**config.mk**
```make
export PLATFORM = sky130hd
export DESIGN_NAME = reg_dest_scoreboard_flat
export DESIGN_NICKNAME = d
export VERILOG_FILES = /design/src/rtl/reg_dest_scoreboard_pkg.sv /design/src/rtl/reg_dest_scoreboard_if.sv /design/src/rtl/reg_dest_scoreboard_dest_decoder.sv /design/src/rtl/reg_dest_scoreboard.sv /design/src/flat_wrapper.sv
export SDC_FILE = /design/constraint.sdc
export NUM_CORES = 1
export LEC_CHECK = 0
export CORE_ASPECT_RATIO = 0.8
export CORE_MARGIN = 2
export CORE_UTILIZATION = 35
export CTS_BUF_LIST = sky130_fd_sc_hd__clkbuf_8
export DETAILED_ROUTE_END_ITERATION = 16
export GPL_ROUTABILITY_DRIVEN = 0
export PLACE_DENSITY_LB_ADDON = 0.3
export SYNTH_ARGS = -nofsm -noshare
export SYNTH_HDL_FRONTEND = slang
export SYNTH_SLANG_ARGS = --single-unit
```
**constraint.sdc**
```tcl
create_clock -name clk -period 3.4 [get_ports clk]
set_input_delay 0.51 -clock clk [delete_from_list [all_inputs] [get_ports clk]]
set_output_delay 0.51 -clock clk [all_outputs]
set_load 0.1 [all_outputs]
```
**src/rtl/reg_dest_scoreboard_pkg.sv**
```systemverilog
// Shared constants and types for the destination-register scoreboard.
package reg_dest_scoreboard_pkg;

  localparam int unsigned ADDR_W   = 5;
  localparam int unsigned NUM_REGS = 2 ** ADDR_W;
  localparam int unsigned CNT_W    = 2;

  typedef logic [CNT_W-1:0]  cnt_t;
  typedef logic [ADDR_W-1:0] reg_addr_t;

  localparam reg_addr_t ZERO_REG = '0;
  localparam cnt_t      CNT_MAX  = '1;
  localparam cnt_t      CNT_ONE  = cnt_t'(1);

endpackage

```
**src/rtl/reg_dest_scoreboard_if.sv**
```systemverilog
// Issue/retire/lookup signal bundle between decode/write-back logic and the scoreboard.
interface reg_dest_scoreboard_if;
  import reg_dest_scoreboard_pkg::*;

  logic                issue_valid;
  reg_addr_t           issue_dest;
  logic                issue_ready;
  logic                retire_valid;
  reg_addr_t           retire_dest;
  reg_addr_t           src_a;
  reg_addr_t           src_b;
  logic                busy_a;
  logic                busy_b;
  logic                stall;
  logic [NUM_REGS-1:0] busy_vec;
  logic                underflow_err;

  modport master (
    output issue_valid, issue_dest, retire_valid, retire_dest, src_a, src_b,
    input  issue_ready, busy_a, busy_b, stall, busy_vec, underflow_err
  );

  modport slave (
    input  issue_valid, issue_dest, retire_valid, retire_dest, src_a, src_b,
    output issue_ready, busy_a, busy_b, stall, busy_vec, underflow_err
  );

endinterface

```
**src/rtl/reg_dest_scoreboard_dest_decoder.sv**
```systemverilog
// Register-number to one-hot decoder with enable; bit 0 (hardwired zero register) never asserts.
module dest_decoder #(
  parameter int unsigned ADDR_W   = 5,
  parameter int unsigned NUM_REGS = 32
) (
  input  logic                en,
  input  logic [ADDR_W-1:0]   addr,
  output logic [NUM_REGS-1:0] onehot
);

  always_comb begin
    onehot = '0;
    if (en) begin
      onehot[addr] = 1'b1;
    end
    onehot[0] = 1'b0;
  end

endmodule

```
**src/rtl/reg_dest_scoreboard.sv**
```systemverilog
// Destination-register scoreboard: per-register pending-write counters driving decode stall.
// Optional SCOREBOARD_BYPASS_EN: same-cycle retire of a last pending write clears its busy bit.
module reg_dest_scoreboard
  import reg_dest_scoreboard_pkg::*;
(
  input logic                  clk,
  input logic                  rst_n,
  reg_dest_scoreboard_if.slave sb
);

  cnt_t                cnt_q [NUM_REGS];
  cnt_t                cnt_d [NUM_REGS];
  logic                err_q;
  logic                err_d;

  logic [NUM_REGS-1:0] issue_hit;
  logic [NUM_REGS-1:0] retire_hit;
  logic [NUM_REGS-1:0] nz_vec;
  logic [NUM_REGS-1:0] underflow_vec;
  logic [NUM_REGS-1:0] busy_int;
  logic                retire_match;
  logic                issue_ready;
  logic                issue_acc;

  // A retire to the same register frees a slot in the same cycle, so a full counter still accepts.
  assign retire_match = sb.retire_valid & (sb.retire_dest == sb.issue_dest);
  assign issue_ready  = (cnt_q[sb.issue_dest] != CNT_MAX) | retire_match;
  assign issue_acc    = sb.issue_valid & issue_ready;

  dest_decoder #(
    .ADDR_W   (ADDR_W),
    .NUM_REGS (NUM_REGS)
  ) u_issue_dec (
    .en     (issue_acc),
    .addr   (sb.issue_dest),
    .onehot (issue_hit)
  );

  dest_decoder #(
    .ADDR_W   (ADDR_W),
    .NUM_REGS (NUM_REGS)
  ) u_retire_dec (
    .en     (sb.retire_valid),
    .addr   (sb.retire_dest),
    .onehot (retire_hit)
  );

  always_comb begin
    underflow_vec = '0;
    nz_vec        = '0;
    for (int unsigned i = 0; i < NUM_REGS; i++) begin
      cnt_d[i]         = cnt_q[i];
      nz_vec[i]        = (cnt_q[i] != '0);
      underflow_vec[i] = retire_hit[i] & ~nz_vec[i];
      // Retire only decrements a nonzero count; an issue on top of an underflowing retire lands as +1.
      case ({issue_hit[i], retire_hit[i] & nz_vec[i]})
        2'b10:   cnt_d[i] = cnt_q[i] + CNT_ONE;
        2'b01:   cnt_d[i] = cnt_q[i] - CNT_ONE;
        default: cnt_d[i] = cnt_q[i];
      endcase
    end
    cnt_d[0] = '0;
    err_d    = err_q | (|underflow_vec);
  end

`ifdef SCOREBOARD_BYPASS_EN
  logic [NUM_REGS-1:0] bypass_vec;

  always_comb begin
    bypass_vec = '0;
    for (int unsigned i = 0; i < NUM_REGS; i++) begin
      bypass_vec[i] = retire_hit[i] & (cnt_q[i] == CNT_ONE);
    end
    busy_int = nz_vec & ~bypass_vec;
  end
`else
  always_comb begin
    busy_int = nz_vec;
  end
`endif

  always_ff @(posedge clk or negedge rst_n) begin
    if (!rst_n) begin
      cnt_q <= '{default: '0};
      err_q <= 1'b0;
    end else begin
      cnt_q <= cnt_d;
      err_q <= err_d;
    end
  end

  assign sb.issue_ready   = issue_ready;
  assign sb.busy_vec      = busy_int;
  assign sb.busy_a        = busy_int[sb.src_a];
  assign sb.busy_b        = busy_int[sb.src_b];
  assign sb.stall         = busy_int[sb.src_a] | busy_int[sb.src_b];
  assign sb.underflow_err = err_q;

endmodule

```
**src/flat_wrapper.sv**
```systemverilog
// flat-port wrapper written by rule: the top's interface ports become plain ports
module reg_dest_scoreboard_flat import reg_dest_scoreboard_pkg::*;
  (clk, rst_n, sb_issue_valid, sb_issue_dest, sb_retire_valid, sb_retire_dest, sb_src_a, sb_src_b, sb_issue_ready, sb_busy_a, sb_busy_b, sb_stall, sb_busy_vec, sb_underflow_err);
  reg_dest_scoreboard_if sb_i ();
  input logic clk;
  input logic rst_n;
  input wire logic [$bits(sb_i.issue_valid)-1:0] sb_issue_valid;
  input wire logic [$bits(sb_i.issue_dest)-1:0] sb_issue_dest;
  input wire logic [$bits(sb_i.retire_valid)-1:0] sb_retire_valid;
  input wire logic [$bits(sb_i.retire_dest)-1:0] sb_retire_dest;
  input wire logic [$bits(sb_i.src_a)-1:0] sb_src_a;
  input wire logic [$bits(sb_i.src_b)-1:0] sb_src_b;
  output wire logic [$bits(sb_i.issue_ready)-1:0] sb_issue_ready;
  output wire logic [$bits(sb_i.busy_a)-1:0] sb_busy_a;
  output wire logic [$bits(sb_i.busy_b)-1:0] sb_busy_b;
  output wire logic [$bits(sb_i.stall)-1:0] sb_stall;
  output wire logic [$bits(sb_i.busy_vec)-1:0] sb_busy_vec;
  output wire logic [$bits(sb_i.underflow_err)-1:0] sb_underflow_err;
  assign sb_i.issue_valid = sb_issue_valid;
  assign sb_i.issue_dest = sb_issue_dest;
  assign sb_i.retire_valid = sb_retire_valid;
  assign sb_i.retire_dest = sb_retire_dest;
  assign sb_i.src_a = sb_src_a;
  assign sb_i.src_b = sb_src_b;
  assign sb_issue_ready = sb_i.issue_ready;
  assign sb_busy_a = sb_i.busy_a;
  assign sb_busy_b = sb_i.busy_b;
  assign sb_stall = sb_i.stall;
  assign sb_busy_vec = sb_i.busy_vec;
  assign sb_underflow_err = sb_i.underflow_err;
  reg_dest_scoreboard u_core (.clk(clk), .rst_n(rst_n), .sb(sb_i));
endmodule
```
==> results.py <==
metrics = {
    "sta": {
        "post-route-period-util": 0.984,
        "worst_hold_slack_ns": 0.315,
        "tns_ns": 0,
        "drv_slew": 0,
        "fmax_ghz": 0.299,
        "setup_viol": 0,
        "rsz0062_at_grt": "no",
        "hold_violations": 0,
        "skew_ns": 0.0111,
        "worst_slew_pin_slew_ns": 1.02,
        "slew_headroom": 0.317,
        "fin_crit_ns": 3.35,
    },
    "clock_network": {
        "holdBufCountCts": 0,
        "clockBufferDepth": 2,
        "tritoncts": "yes",
        "clk_pin_slew_ns": 0.07,
        "numCtsBuffers": 9,
        "clock_latency_ns": 0.36,
        "ctsRootBufferMaster": "clkbuf_8",
        "clock-sinks": 63,
        "h-tree-depth": 3,
    },
    "pwr": {
        "combPwrFrac": 0.652,
        "p_leak_nw": 2.78,
        "pwr-share-seq": 0.235,
        "netSwitchingPower_w": 0.00397,
        "power.internal_w": 0.00290,
        "power.share.switching": 0.578,
        "p_clk_frac": 0.113,
        "power_density_nw_per_um2": 1060,
        "ir_drop_uv": 826,
    },
    "synthesis": {
        "synth.avg_cell_area_um2": 9.50,
        "ys_seq_area_frac": 0.303,
        "synthDistinctLibCells": 61,
        "synth_area_um2": 5200,
        "synth_flop_cell": "dfrtp_1",
        "synth_edf_count": 0,
        "synth_nets": 602,
        "async_reset_ff_frac": 1.00,
        "ys_warn_count": 0,
        "syn_inst": 547,
        "yosys_register_bits": 63,
    },
    "final_layout": {
        "drive_above_1_share": 0.186,
        "diodes": 0,
        "syn_to_final_growth_pct": 25.1,
        "nets": 684,
        "final_cell_mix": "73 x nor2_1, 63 x xnor2_1, 63 x dfrtp_1, 55 x buf_4, 39 x clkdlybuf4s50_1",
        "final_cells": 818,
        "num-fill-cells": 1352,
        "final_common_cell": "nor2_1",
    },
    "worst_setup_path": {
        "cp.buffers_inverters": 4,
        "worstSetupStartpoint": "sb_issue_dest[4]",
        "critPathTopFamily": "buffers and inverters",
        "cp_data_arrival_time_ns": 2.84,
        "worstSetupPathType": "in -> out",
        "crit_fanout": 8,
        "path_cells": "clkdlybuf4s50_1 -> nor2_1 -> and3_1 -> a221o_1 -> or3_4 -> o311ai_4 -> buf_12 -> buf_4 -> buf_12",
        "worst_setup_path_end_kind": "output port",
        "crit_slowest_cell": "clkdlybuf4s50_1",
        "critical-path-max-stage-delay_ns": 0.66,
        "cp_common_cell": "buf_12",
        "required_ns": 2.89,
        "regToRegStartpoint": "u_core.cnt_q[8]",
        "startpoint_type": "input pin",
    },
    "min_path": {
        "holdCritPathClass": "in -> async",
    },
    "placed_design": {
        "dp.cells": 798,
        "hpwlAfterDp_um": 13000,
        "port_buffers": 59,
    },
    "grt": {
        "grt_max_degree": 45,
        "antenna_found_initial": 0,
        "grt_pass1_vias": 4733,
        "grt_pass1_wl_um": 26500,
        "overflow": 0,
        "grtUsageTotal": 0.217,
    },
    "floorplanning": {
        "die_h_um": 113,
        "io-pin-count": 61,
        "core_area_um2": 14400,
        "die_area_um2": 15900,
        "start_util": 0.361,
        "die_w_um": 140,
        "row_count": 39,
    },
    "detailed_routing": {
        "viasPerCell": 5.76,
        "drt-total-wl_um": 16900,
        "route.vias.total": 4709,
        "drc_errors": 0,
        "postRouteAntennaNets": 0,
        "wl_per_cell_um": 20.6,
        "drt-initial-drc-count": 446,
        "first_pass_iters": 5,
    },
    "run_status": {
        "status": "completed",
    },
    "job": {
        "drv_cap": 0,
    },
}
cell type report:
| class | count | area [um2] | share of cell area |
|---|---|---|---|
| Sequential cell | 63 | 1580 | 0.242 |
| Multi-Input combinational cell | 416 | 3330 | 0.513 |
| Timing Repair Buffer | 106 | 1010 | 0.155 |
| Clock buffer | 11 | 151 | 0.0233 |
| Inverter | 33 | 124 | 0.0191 |
| Clock inverter | 5 | 80.1 | 0.0123 |
| Tap cell | 184 | 230 | 0.0354 |
final timing paths:
kind	end	slack [ns]	depth (start not counted)
setup / recovery	sb_issue_ready	0.05	9
hold reg to reg	u_core.cnt_q[19]	0.50	1
setup reg to reg	u_core.cnt_q[9]	0.39	11
min in group clk	u_core.cnt_q[19]	0.50	1
max in group asynchronous	u_core.cnt_q[51]	2.32	2
hold / removal	u_core.cnt_q[13]	0.32	1
cells by family after synthesis:
kind of cell    share of synthesized area
xor+xnor                            0.165
buf+inv                            0.0594
simple gates                        0.193
other cells                      0.000721
fa+ha+maj                          0.0746
mux                                 0.129
compound gates                     0.0744
flops                               0.303
flip-flops by register name, indices dropped and copies added (netlist names):
name,flops
u_core.cnt_q,62
u_core.sb.underflow_err,1
power groups by stage:
stage	combinational [W]	clock, W	sequential (W)
floorplan	0.00334	0	0.00144
global placement	0.00440	0	0.00158
detailed placement	0.00442	0	0.00161
CTS	0.00446	0.000788	0.00160
global route	0.00466	0.000817	0.00166
finish	0.00449	0.000776	0.00161
Yosys cell counts, drive strengths merged (2+ instances only):
master | count | area share
nor2b | 2 | 0.0024
o211ai | 2 | 0.0029
nand4 | 9 | 0.011
clkbuf | 18 | 0.013
mux2 | 7 | 0.016
nand3b | 8 | 0.012
nor3b | 8 | 0.012
ha | 31 | 0.075
a31oi | 4 | 0.0048
mux4 | 20 | 0.087
buf | 17 | 0.023
nand3 | 27 | 0.026
o22ai | 5 | 0.0060
nor4 | 2 | 0.0024
o311ai | 2 | 0.0067
nor2 | 73 | 0.053
nor3 | 36 | 0.035
nand2 | 11 | 0.0079
or3b | 3 | 0.0051
o32ai | 2 | 0.0034
a32oi | 3 | 0.0051
nand2b | 2 | 0.0024
mux2i | 14 | 0.027
nor4b | 2 | 0.0034
a221o | 2 | 0.0039
inv | 33 | 0.024
o21ai | 2 | 0.0019
and3 | 4 | 0.0048
o22a | 2 | 0.0034
o2111ai | 2 | 0.0034
nand4b | 2 | 0.0034
or3 | 2 | 0.0034
xnor2 | 63 | 0.11
dfrtp | 63 | 0.30
o2bb2ai | 2 | 0.0034
a221oi | 4 | 0.0079
a21oi | 5 | 0.0048
xor2 | 35 | 0.059
or2 | 2 | 0.0024
and3b | 4 | 0.0067
through the flow:
stage               worst slack [ns]  power [W]   util  area, um2
floorplan                     -0.598    0.00478      -       5230
global placement              -0.281    0.00598  0.433       6230
detailed placement            -0.424    0.00603  0.433       6230
CTS                           0.0868    0.00685  0.452       6500
global route                 0.00475    0.00714  0.452       6500
finish                        0.0546    0.00688  0.452       6500
per-layer routing:
metal  global-route usage  part of all wire
met1                0.319              0.46
met2                0.318              0.42
met3               0.0470             0.094
met4               0.0673             0.022
met5                    0                 0
repair_timing:
action | CTS | global route
setup buffers | 4 | 0
gates resized for setup | 4 | 0
setup endpoints to repair | 3 | 0
hold endpoints to repair | 0 | 0
Note: power is estimated with default switching activity, not from simulation.
